$ cat config.mk
export PLATFORM = sky130hd
export DESIGN_NAME = exec_sequencer
export DESIGN_NICKNAME = d
export VERILOG_FILES = /design/src/rtl/exec_sequencer.sv
export SDC_FILE = /design/constraint.sdc
export NUM_CORES = 1
export LEC_CHECK = 0
export BUFFER_PORTS_ARGS = -buffer_cell sky130_fd_sc_hd__buf_2
export CAP_MARGIN = 20
export CORE_UTILIZATION = 51
export CTS_CLUSTER_DIAMETER = 150
export DETAILED_ROUTE_END_ITERATION = 6
export GPL_TIMING_DRIVEN = 0
export PLACE_DENSITY = 0.78
export RECOVER_POWER = 100
export SETUP_SLACK_MARGIN = 0.2
export SYNTH_ARGS = -nofsm -noshare
export SYNTH_HDL_FRONTEND = slang
export SYNTH_SLANG_ARGS = --single-unit
$ cat constraint.sdc
create_clock -name clk -period 2.4 [get_ports clk]
set_clock_uncertainty 0.05 [all_clocks]
set_input_delay 0.24 -clock clk [delete_from_list [all_inputs] [get_ports clk]]
set_output_delay 0.24 -clock clk [all_outputs]
set_load 0.05 [all_outputs]
$ cat src/rtl/exec_sequencer.sv
// ============================================================================
// Module      : exec_sequencer
// Description : Multi-cycle FETCH/DECODE/EXEC/MEM/WB/INT phase controller for
//               the 18-bit stack CPU, with interrupt enable and retire counter.
// Revision    : 1.0 - initial release
// ============================================================================
`default_nettype none

module exec_sequencer #(
   parameter int DMEM_TIMEOUT = 8,
   parameter int CNT_W        = 32
) (
   input  logic             clk,
   input  logic             rst,
   input  logic             dec_dmem_ren,
   input  logic             dec_dmem_wen,
   input  logic             dec_pmem_wen,
   input  logic             dec_set_ien,
   input  logic             dec_clear_ien,
   input  logic             irq,
   input  logic             dmem_ack,
   output logic             imem_ren,
   output logic             ir_load,
   output logic             exec_en,
   output logic             pmem_we,
   output logic             dmem_req,
   output logic             dmem_we,
   output logic             wb_en,
   output logic             int_take,
   output logic             ien,
   output logic             bus_err,
   output logic [CNT_W-1:0] instret,
   output logic [2:0]       phase
);

   localparam int TO_W = (DMEM_TIMEOUT > 2) ? $clog2(DMEM_TIMEOUT) : 1;
   localparam logic [TO_W-1:0] c_TO_LAST = TO_W'(DMEM_TIMEOUT - 1);

   typedef enum logic [2:0] {
      S_FETCH  = 3'd0,
      S_DECODE = 3'd1,
      S_EXEC   = 3'd2,
      S_MEM    = 3'd3,
      S_WB     = 3'd4,
      S_INT    = 3'd5
   } state_t;

   state_t           r_state;
   state_t           w_next;
   logic [TO_W-1:0]  r_tocnt;
   logic             r_ien;
   logic             r_bus_err;
   logic [CNT_W-1:0] r_instret;

   logic w_mem_op;
   logic w_new_ien;
   logic w_retire;
   logic w_timeout;
   logic w_imem_ren, w_ir_load, w_exec_en, w_pmem_we;
   logic w_dmem_req, w_dmem_we, w_wb_en, w_int_take;

   assign w_mem_op  = dec_dmem_ren | dec_dmem_wen;
   // Clear has priority over set when an instruction asserts both.
   assign w_new_ien = dec_clear_ien ? 1'b0 : (dec_set_ien ? 1'b1 : r_ien);

   always_comb begin
      w_next     = r_state;
      w_retire   = 1'b0;
      w_timeout  = 1'b0;
      w_imem_ren = 1'b0;
      w_ir_load  = 1'b0;
      w_exec_en  = 1'b0;
      w_pmem_we  = 1'b0;
      w_dmem_req = 1'b0;
      w_dmem_we  = 1'b0;
      w_wb_en    = 1'b0;
      w_int_take = 1'b0;
      case (r_state)
         S_FETCH: begin
            w_imem_ren = 1'b1;
            w_next     = S_DECODE;
         end
         S_DECODE: begin
            w_ir_load = 1'b1;
            w_next    = S_EXEC;
         end
         S_EXEC: begin
            if (w_mem_op) begin
               w_next = S_MEM;
            end else begin
               w_exec_en = 1'b1;
               w_pmem_we = dec_pmem_wen;
               w_retire  = 1'b1;
               w_next    = (irq && w_new_ien) ? S_INT : S_FETCH;
            end
         end
         S_MEM: begin
            w_dmem_req = 1'b1;
            w_dmem_we  = dec_dmem_wen;
            // An ack arriving on the final allowed cycle still completes.
            if (dmem_ack) begin
               w_next = S_WB;
            end else if (r_tocnt == c_TO_LAST) begin
               w_timeout = 1'b1;
               w_next    = S_FETCH;
            end
         end
         S_WB: begin
            w_wb_en  = 1'b1;
            w_retire = 1'b1;
            w_next   = (irq && w_new_ien) ? S_INT : S_FETCH;
         end
         S_INT: begin
            w_int_take = 1'b1;
            w_next     = S_FETCH;
         end
         default: begin
            w_next = S_FETCH;
         end
      endcase
   end

   always_ff @(posedge clk or posedge rst) begin
      if (rst) begin
         r_state <= S_FETCH;
      end else begin
         r_state <= w_next;
      end
   end

   always_ff @(posedge clk or posedge rst) begin
      if (rst) begin
         r_tocnt <= '0;
      end else if (r_state == S_MEM) begin
         if (dmem_ack || w_timeout) begin
            r_tocnt <= '0;
         end else begin
            r_tocnt <= r_tocnt + TO_W'(1);
         end
      end
   end

   always_ff @(posedge clk or posedge rst) begin
      if (rst) begin
         r_ien <= 1'b0;
      end else if (w_retire) begin
         r_ien <= w_new_ien;
      end else if (r_state == S_INT) begin
         r_ien <= 1'b0;
      end
   end

   always_ff @(posedge clk or posedge rst) begin
      if (rst) begin
         r_bus_err <= 1'b0;
         r_instret <= '0;
      end else begin
         if (w_timeout) begin
            r_bus_err <= 1'b1;
         end
         if (w_retire) begin
            r_instret <= r_instret + CNT_W'(1);
         end
      end
   end

   // Strobes are forced low for the whole time reset is held.
   assign imem_ren = w_imem_ren & ~rst;
   assign ir_load  = w_ir_load  & ~rst;
   assign exec_en  = w_exec_en  & ~rst;
   assign pmem_we  = w_pmem_we  & ~rst;
   assign dmem_req = w_dmem_req & ~rst;
   assign dmem_we  = w_dmem_we  & ~rst;
   assign wb_en    = w_wb_en    & ~rst;
   assign int_take = w_int_take & ~rst;
   assign ien      = r_ien;
   assign bus_err  = r_bus_err;
   assign instret  = r_instret;
   assign phase    = r_state;

endmodule

`default_nettype wire

==> impl_metrics.py, run 1 <==
metrics = {
    "route": {
        "drtAntennaViolNets": 0,
        "wire_per_inst_um": 13.16,
        "wl_um": 3895,
        "num_vias": 1540,
        "dr.first_iter.drc_count": 112,
        "dr.pass1.iters": 4,
        "drc": 0,
        "routed_via_density": 5.203,
    },
    "critical_path": {
        "setup.worst_path.class": "register to primary output",
        "path_delay_family": "simple AND/OR/NAND/NOR gates",
        "cpMaxStageDelayCell": "or4b_4",
        "crit_required_ns": 2.11,
        "cp_data_arrival_time_ns": 1.92,
        "cp_max_fo": 9,
        "cp.buffers_inverters": 2,
        "worst_setup_path_start_kind": "register",
        "crit_chain": "buf_6, or4b_4, nor3_4, clkbuf_1",
        "crit_path_end_kind": "primary output",
        "cpPeakStageDelay_ns": 0.53,
    },
    "timing": {
        "setup_viol": 0,
        "fin_ws_ns": 0.1850,
        "period_minus_slack_ns": 2.215,
        "fmax_ghz": 0.4515,
        "fin_crit_sh_pct": 92.29,
        "holdWs_ns": 0.03043,
        "slew_headroom_pct": 36.65,
        "worstMarginPinSlew_ns": 0.9451,
        "rsz0062_at_grt": "true",
        "hold_viol": 0,
        "maxSlewViolCount": 0,
    },
    "logic_synthesis": {
        "synthArstFlopShare_pct": 100.0,
        "synth-seq-cells": 40,
        "syn-instance-count": 179,
        "ys_seq_area_share_pct": 52.02,
        "ys_types": 35,
        "synth_nets": 191,
        "synth_area_mm2": 0.001924,
        "synth-main-ff-cell": "dfrtp_1",
        "yosys_warnings": 0,
        "synth_edf_count": 0,
        "synth.avg_cell_area_um2": 10.75,
    },
    "clock_network": {
        "clkTransAtPathRegs_ns": 0.07,
        "postCtsHoldBufs": 0,
        "clk_latency_ns": 0.29,
        "clock_path_buffers": 2,
        "cts_root_buf": "clkbuf_8",
        "cts_buffers": 5,
        "cts_tree": "yes",
        "cts_sinks": 40,
        "htree_levels": 2,
    },
    "min_path": {
        "min_path_type": "primary input to asynchronous set/reset pin",
    },
    "power": {
        "p_leak_nw": 1.068,
        "total_power_w": 0.002246,
        "p_sw_share_pct": 44.25,
        "vdd_drop_max_uv": 435.0,
        "internal_power_w": 0.001252,
        "p_switching_w": 0.0009938,
        "comb_power_share_pct": 40.2,
        "power_frac_seq_pct": 39.8,
        "clock_power_share_pct": 20.0,
        "powerDensity_mw_per_mm2": 939.7,
    },
    "floorplan": {
        "initial_core_util_pct": 55.48,
        "die_h_um": 63.43,
        "ios": 54,
        "die_x_um": 63.43,
        "rows": 21,
        "core_mm2": 0.003468,
        "die_area_mm2": 0.004023,
    },
    "status": {
        "outcome": "finished clean",
    },
    "place": {
        "port_buffers": 53,
        "dpl.hpwl_um": 2630,
        "post-place-ws_ns": 0.2095,
        "gp_congestion": 0.7250,
    },
    "global_route": {
        "grt_use_met2_pct": 31.38,
        "use_met3_pct": 4.529,
        "gr-total-overflow": 0,
        "antenna_found_initial": 0,
        "busiest_layer": "met2",
        "gr-usage-all-layers_pct": 20.78,
        "grt_pass1_wl_um": 6555,
        "gr-usage-met1_pct": 29.20,
        "grt_max_degree": 42,
        "grt_pass1_vias": 1417,
    },
    "finish": {
        "drive_above_1_share_pct": 17.20,
        "synthToLayoutAreaGrowth_pct": 24.19,
        "final_nets": 261,
        "final_cell_mix": "clkbuf_1 (46), dfrtp_1 (38), nand2_1 (25)",
        "n_antenna_cell": 0,
        "final_common_cell": "clkbuf_1",
    },
    "run": {
        "cap_violations": 0,
    },
}
[power by group through the flow]
stage,logic (W),registers (W),clock network (W)
after CTS,0.000894,0.000897,0.000464
final,0.000903,0.000894,0.000448
after floorplan,0.000412,0.00119,0
after detailed placement,0.000890,0.000910,0
after global routing,0.000967,0.000915,0.000488
after global placement,0.000877,0.000907,0
[cells in the mapped netlist, drive strengths merged (2+ instances only)]
library cell	instances	share of area, %
o21ai	4	1.0
a21o	2	0.78
and3	10	3.5
nand3	7	1.8
nor2	10	2.0
xnor2	19	8.6
ha	3	2.0
inv	4	0.78
nand2	25	4.9
xor2	12	5.9
a21oi	2	0.52
and4	2	0.91
dfrtp	40	52
nand4	9	2.9
and2	3	0.98
buf	3	1.6
o211ai	3	1.2
nor4	5	2.4
nor3	4	1.0
[registers in the layout, indices dropped and copies added (netlist names)]
register  count
bus_err       1
ien           1
r_tocnt       3
instret      32
phase         3
[layout make-up]
cell class | instances | area, µm²
Fill cell | 314 | 1079
Sequential cell | 40 | 1003
Multi-Input combinational cell | 131 | 902.1
Timing Repair Buffer | 62 | 267.8
Clock buffer | 6 | 82.58
Tap cell | 46 | 57.56
Buffer | 4 | 42.54
Inverter | 4 | 18.77
Clock inverter | 2 | 10.01
Timing Repair inverter | 1 | 5.005
[logic make-up after synthesis]
group / count (synthesis) / synth area share, %
AND/OR/NAND/NOR: 80 / 22.50
flip-flops: 40 / 52.02
XOR/XNOR: 31 / 14.50
AO/OA/AOI/OAI: 17 / 6.502
buffers and inverters: 8 / 2.535
adder cells (fa/ha/maj): 3 / 1.951
[path summary, 6_finish.rpt]
| path | startpoint | end | slack [ns] | cells after the start |
|---|---|---|---|---|
| worst min-delay path | rst | phase[0] | 0.03 | 2 |
| worst max register to register | phase[1] | instret[30] | 0.22 | 7 |
| worst min register to register | instret[31] | instret[31] | 0.42 | 1 |
| max in group asynchronous | rst | instret[18] | 1.66 | 2 |
| worst max-delay path | phase[1] | exec_en | 0.19 | 4 |
| min in group clk | dec_set_ien | ien | 0.15 | 3 |
[worst reg2reg max path, delay by kind of cell (launching register included)]
family                 cells  cell delay (ns)
flip-flops                 1             0.37
AO/OA/AOI/OAI              1             0.21
buffers and inverters      2             0.25
XOR/XNOR                   1             0.15
AND/OR/NAND/NOR            3             1.04
[layer usage]
layer | part of all wire [%] | wire (µm) | up-vias
met5 | 0 | 0 | -
met1 | 49 | 1922 | 744
met4 | 1.1 | 44 | 0
li1 | - | - | 758
met3 | 3.6 | 140 | 5
met2 | 46 | 1788 | 33
[what timing repair did]
item / 4_1_cts / 5_1_grt
cloned: 0 / 1
setup buffers: 2 / 7
gates resized for setup: 0 / 2
pin swaps: 3 / 4
setup endpoints to repair: 3 / 11
[through the flow]
stage          utilization, %  cells  instance area, µm²  setup TNS [ns]
2_1_floorplan               -    179                1986        -0.03420
3_3_place_gp            66.56    278                2308               0
3_5_place_dp            66.56    278                2308               0
4_1_cts                 69.66    288                2416               0
5_1_grt                 68.90    296                2390               0
6_report                68.90    296                2390               0
No activity file was read; power rests on OpenSTA's default activity.
==> run 2, diff against run 1 <==
CELL_PAD_IN_SITES_DETAIL_PLACEMENT = 0   (was unset)
CELL_PAD_IN_SITES_GLOBAL_PLACEMENT = 1   (was unset)
CORE_UTILIZATION = 39   (was 51)
PLACE_DENSITY = unset   (was 0.78)
PLACE_DENSITY_LB_ADDON = 0.1   (was unset)
TNS_END_PERCENT = 20   (was unset)
==> run 2 against run 1 <==
Against the previous run: power increased by 4.2%; worst setup slack got worse by 0.022 ns; die area grew 30%; sequential power hardly changed; via count rose by 0.32%; cell count grew 6.8%.
==> impl_metrics.py, run 2 (synthesis gave the netlist of run 1 again) <==
metrics = {
    "status": {
        "outcome": "finished clean",
    },
    "timing": {
        "hold_viol": 0,
        "maxSlewViolCount": 0,
        "holdWs_ns": 0.1445,
        "setup_viol": 0,
        "period_minus_slack_ns": 2.237,
        "worstMarginPinSlew_ns": 0.9349,
        "rsz0062_at_grt": "true",
        "slew_headroom_pct": 37.33,
        "fmax_ghz": 0.4471,
        "fin_ws_ns": 0.1633,
        "fin_crit_sh_pct": 93.20,
    },
    "floorplan": {
        "core_mm2": 0.004723,
        "die_h_um": 72.25,
        "die_area_mm2": 0.005219,
        "die_x_um": 72.25,
        "initial_core_util_pct": 40.74,
        "ios": 54,
        "rows": 25,
    },
    "critical_path": {
        "setup.worst_path.class": "register to primary output",
        "r2r_slack_ns": 0.23,
        "cp_data_arrival_time_ns": 1.95,
        "worst_setup_path_start_kind": "register",
        "crit_required_ns": 2.11,
        "cp_max_fo": 10,
        "crit_path_end_kind": "primary output",
    },
    "clock_network": {
        "clock_path_buffers": 2,
        "cts_buffers": 5,
        "postCtsHoldBufs": 0,
        "cts_tree": "yes",
        "cts_sinks": 40,
        "clkTransAtPathRegs_ns": 0.08,
        "clk_latency_ns": 0.29,
        "cts_root_buf": "clkbuf_8",
        "htree_levels": 2,
    },
    "route": {
        "drtAntennaViolNets": 0,
        "wire_per_inst_um": 13.17,
        "dr.pass1.iters": 4,
        "wl_um": 4163,
        "routed_via_density": 4.889,
        "num_vias": 1545,
        "dr.first_iter.drc_count": 50,
        "drc": 0,
    },
    "power": {
        "powerDensity_mw_per_mm2": 967.3,
        "vdd_drop_max_uv": 621.5,
        "p_leak_nw": 1.083,
    },
    "place": {
        "port_buffers": 53,
        "post-place-ws_ns": 0.1745,
        "gp_congestion": 0.7191,
        "dpl.hpwl_um": 2858,
    },
    "finish": {
        "multi_input_area_um2": 890.9,
        "largest_reg_flops": 32,
        "fillCellCount": 465,
        "ff_latch_area_mm2": 0.001003,
        "final_common_cell": "clkbuf_1",
        "synthToLayoutAreaGrowth_pct": 25.75,
        "n_antenna_cell": 0,
        "drive_above_1_share_pct": 18.07,
        "final_nets": 260,
        "final_cell_mix": "clkbuf_1 (42), dfrtp_1 (38), nand2_1 (25)",
    },
    "global_route": {
        "gr-total-overflow": 0,
        "grt_pass1_wl_um": 6706,
        "grt_max_degree": 42,
        "gr-usage-all-layers_pct": 17.04,
        "antenna_found_initial": 0,
        "grt_pass1_vias": 1421,
    },
    "min_path": {
        "min_path_type": "primary input to register",
    },
    "run": {
        "cap_violations": 0,
    },
}
==> run 2: cell count changes in the layout (fill, tap and decap cells not counted), sizes merged <==
cell and delta:
clkbuf -2, buf +1, bufinv +1, clkinv -1
==> run 2: final timing paths <==
check / cells past startpoint / to / from
max: 5 / dmem_we / phase[0]
min in group asynchronous: 2 / instret[27] / rst
max reg2reg: 7 / instret[30] / phase[1]
min: 3 / ien / dec_set_ien
max in group asynchronous: 2 / instret[19] / rst
min reg2reg: 1 / instret[31] / instret[31]
==> run 2: metal layers <==
layer	share of wire (%)	vias up	track usage (%)
met3	6.4	4	5.000
li1	-	759	-
met4	1.2	0	6.536
met5	0	-	0
met2	47	47	27.62
met1	45	735	21.53
==> run 2: report_power, final <==
group          leakage (nW)  internal (W)  total (W)  switching (W)
sequential            0.523      0.000781   0.000894       0.000113
clock                0.0552      0.000309   0.000546       0.000238
combinational         0.505      0.000242   0.000900       0.000658
total                  1.08       0.00133    0.00234        0.00101
==> run 2: through the flow <==
stage / TNS, ns / util [%] / instances / cell area, µm² / total power, W
CTS: 0 / 51.55 / 308 / 2435 / 0.002356
global route: 0 / 51.23 / 316 / 2420 / 0.002474
detailed placement: 0 / 49.06 / 299 / 2317 / 0.001803
floorplan: -0.03570 / - / 179 / 1968 / 0.001600
finish: 0 / 51.23 / 316 / 2420 / 0.002341
global placement: 0 / 49.06 / 299 / 2317 / 0.001795
==> run 2: area by class of cell <==
| cell class | count | area share (%) |
|---|---|---|
| plain buffers | 4 | 1.603 |
| well taps | 67 | 3.464 |
| clock inverters | 2 | 1.448 |
| clock buffers | 6 | 2.999 |
| repair buffers | 61 | 11.22 |
| repair inverters | 1 | 0.2068 |
| inverters | 4 | 0.7756 |
| flip-flops and latches | 40 | 41.47 |
| multi-input cells | 131 | 36.81 |
==> run 2: worst max-delay path: stages (launching register included) <==
cell and delay (ns):
dfrtp_1 0.44, clkbuf_2 0.28, nand3b_1 0.33, nor2_4 0.20
and2_2 0.14, clkbuf_2 0.26
==> run 2: what timing repair did <==
action / CTS / global route
setup endpoints to repair: 11 / 20
gates resized for setup: 1 / 2
gates cloned: 0 / 1
buffers inserted: 1 / 7
pin swaps: 2 / 4
==> run 3, diff against run 2 <==
PLACE_DENSITY_LB_ADDON = 0.3   (was 0.1)
==> run 3 against run 2 <==
Against the previous run: non-clock buffer count decreased by 1; highest routed layer unchanged; largest power group unchanged; routed wire length decreased by 2.6%; global-route usage decreased by 0.65 points; critical endpoint is now exec_en; utilization decreased by 0.53 points.
==> impl_metrics.py, run 3 (synthesis gave the netlist of run 1 again) <==
metrics = {
    "critical_path": {
        "cp_data_arrival_time_ns": 1.91,
        "crit_required_ns": 2.11,
        "worst_setup_path_start_kind": "register",
        "cp_max_fo": 7,
        "crit_path_end_kind": "primary output",
        "setup.worst_path.class": "register to primary output",
        "cpPeakStageDelay_ns": 0.53,
        "crit_chain": "buf_6, or4b_4, nor3_4, clkbuf_1",
        "cpMaxStageDelayCell": "or4b_4",
    },
    "floorplan": {
        "initial_core_util_pct": 40.74,
        "die_area_mm2": 0.005219,
        "die_h_um": 72.25,
        "ios": 54,
        "rows": 25,
        "core_mm2": 0.004723,
        "die_x_um": 72.25,
    },
    "timing": {
        "holdWs_ns": 0.1535,
        "period_minus_slack_ns": 2.203,
        "fmax_ghz": 0.4539,
        "maxSlewViolCount": 0,
        "setup_viol": 0,
        "rsz0062_at_grt": "true",
        "worstMarginPinSlew_ns": 0.9307,
        "slew_headroom_pct": 37.61,
        "hold_viol": 0,
        "fin_crit_sh_pct": 91.80,
    },
    "clock_network": {
        "cts_sinks": 40,
        "cts_tree": "yes",
        "cts_buffers": 5,
        "clkTransAtPathRegs_ns": 0.07,
        "htree_levels": 2,
        "cts_root_buf": "clkbuf_8",
        "clock_path_buffers": 2,
        "clk_latency_ns": 0.28,
    },
    "finish": {
        "final_nets": 259,
        "final_cell_mix": "clkbuf_1 (44), dfrtp_1 (38), nand2_1 (25)",
        "largest_reg_flops": 32,
        "final_common_cell": "clkbuf_1",
        "drive_above_1_share_pct": 16.53,
        "n_antenna_cell": 0,
        "synthToLayoutAreaGrowth_pct": 24.45,
    },
    "route": {
        "dr.first_iter.drc_count": 35,
        "num_vias": 1557,
        "wire_per_inst_um": 12.88,
        "drc": 0,
        "wl_um": 4056,
        "dr.pass1.iters": 4,
        "drtAntennaViolNets": 0,
        "routed_via_density": 4.943,
    },
    "global_route": {
        "grt_pass1_vias": 1426,
        "gr-total-overflow": 0,
        "gr-usage-all-layers_pct": 16.39,
        "grt_max_degree": 42,
        "grt_pass1_wl_um": 6637,
        "antenna_found_initial": 0,
    },
    "place": {
        "gp_congestion": 0.7531,
        "dpl.hpwl_um": 2754,
        "port_buffers": 53,
    },
    "power": {
        "powerDensity_mw_per_mm2": 939.6,
        "p_leak_nw": 1.068,
        "total_power_w": 0.002250,
        "vdd_drop_max_uv": 448.3,
    },
    "status": {
        "outcome": "finished clean",
    },
    "min_path": {
        "min_path_type": "primary input to register",
    },
    "run": {
        "cap_violations": 0,
    },
}
[run 3: changes by cell type in the layout (fill, tap and decap cells not counted), sizes merged]
cell    change
clkbuf      +1
clkinv      -1
bufinv      -1
[run 3: path summary, 6_finish.rpt]
check	startpoint	cells after the start	endpoint	slack [ns]
worst min-delay path	dec_set_ien	3	ien	0.15
worst max-delay path	phase[1]	4	exec_en	0.20
worst min register to register	instret[31]	1	instret[31]	0.42
max in group asynchronous	rst	2	instret[10]	1.55
worst max register to register	phase[1]	7	instret[30]	0.27
min in group asynchronous	rst	2	phase[0]	0.17
[run 3: critical path, delay by kind of cell, from the launching register on]
kind | cells | cell delay, ns
and+or+nand+nor | 2 | 0.66
DFF | 1 | 0.37
buffers and inverters | 2 | 0.60
[run 3: report_power, final]
group,leakage [nW],total (W),internal (W),switching [W]
registers,0.523,0.000892,0.000781,0.000111
clock network,0.0455,0.000458,0.000235,0.000223
logic,0.500,0.000900,0.000243,0.000657
total,1.07,0.00225,0.00126,0.000991
[run 3: final cells by class]
class                   count  area [µm²]
fillers                   479        2328
flip-flops and latches     40        1003
multi-input cells         131       892.1
repair buffers             60       262.8
clock buffers               8       90.09
well taps                  67       83.83
plain buffers               4       38.79
inverters                   4       18.77
repair inverters            1       5.005
[run 3: what timing repair did]
item	CTS	global route
pin swaps	1	5
gates cloned	0	1
setup endpoints to repair	12	19
hold buffers	0	0
resized for setup	1	0
setup buffers	1	6
[run 3: per-layer routing]
| metal | part of all wire, % | global-route usage [%] | wire [µm] |
|---|---|---|---|
| met1 | 48 | 22.14 | 1930 |
| met5 | 0 | 0 | 0 |
| met2 | 46 | 25.75 | 1871 |
| met4 | 1.2 | 5.447 | 47 |
| met3 | 5.1 | 4.306 | 206 |
[run 3: stage by stage]
| stage | setup TNS, ns | instance area (µm²) | std cells | setup WS [ns] | utilization (%) |
|---|---|---|---|---|---|
| finish | 0 | 2395 | 315 | 0.1968 | 50.70 |
| global route | 0 | 2395 | 315 | 0.08074 | 50.70 |
| CTS | 0 | 2417 | 308 | 0.1954 | 51.18 |
| detailed placement | 0 | 2317 | 299 | 0.1784 | 49.06 |
| global placement | 0 | 2317 | 299 | 0.1774 | 49.06 |
| floorplan | -0.03570 | 1968 | 179 | -0.03570 | - |
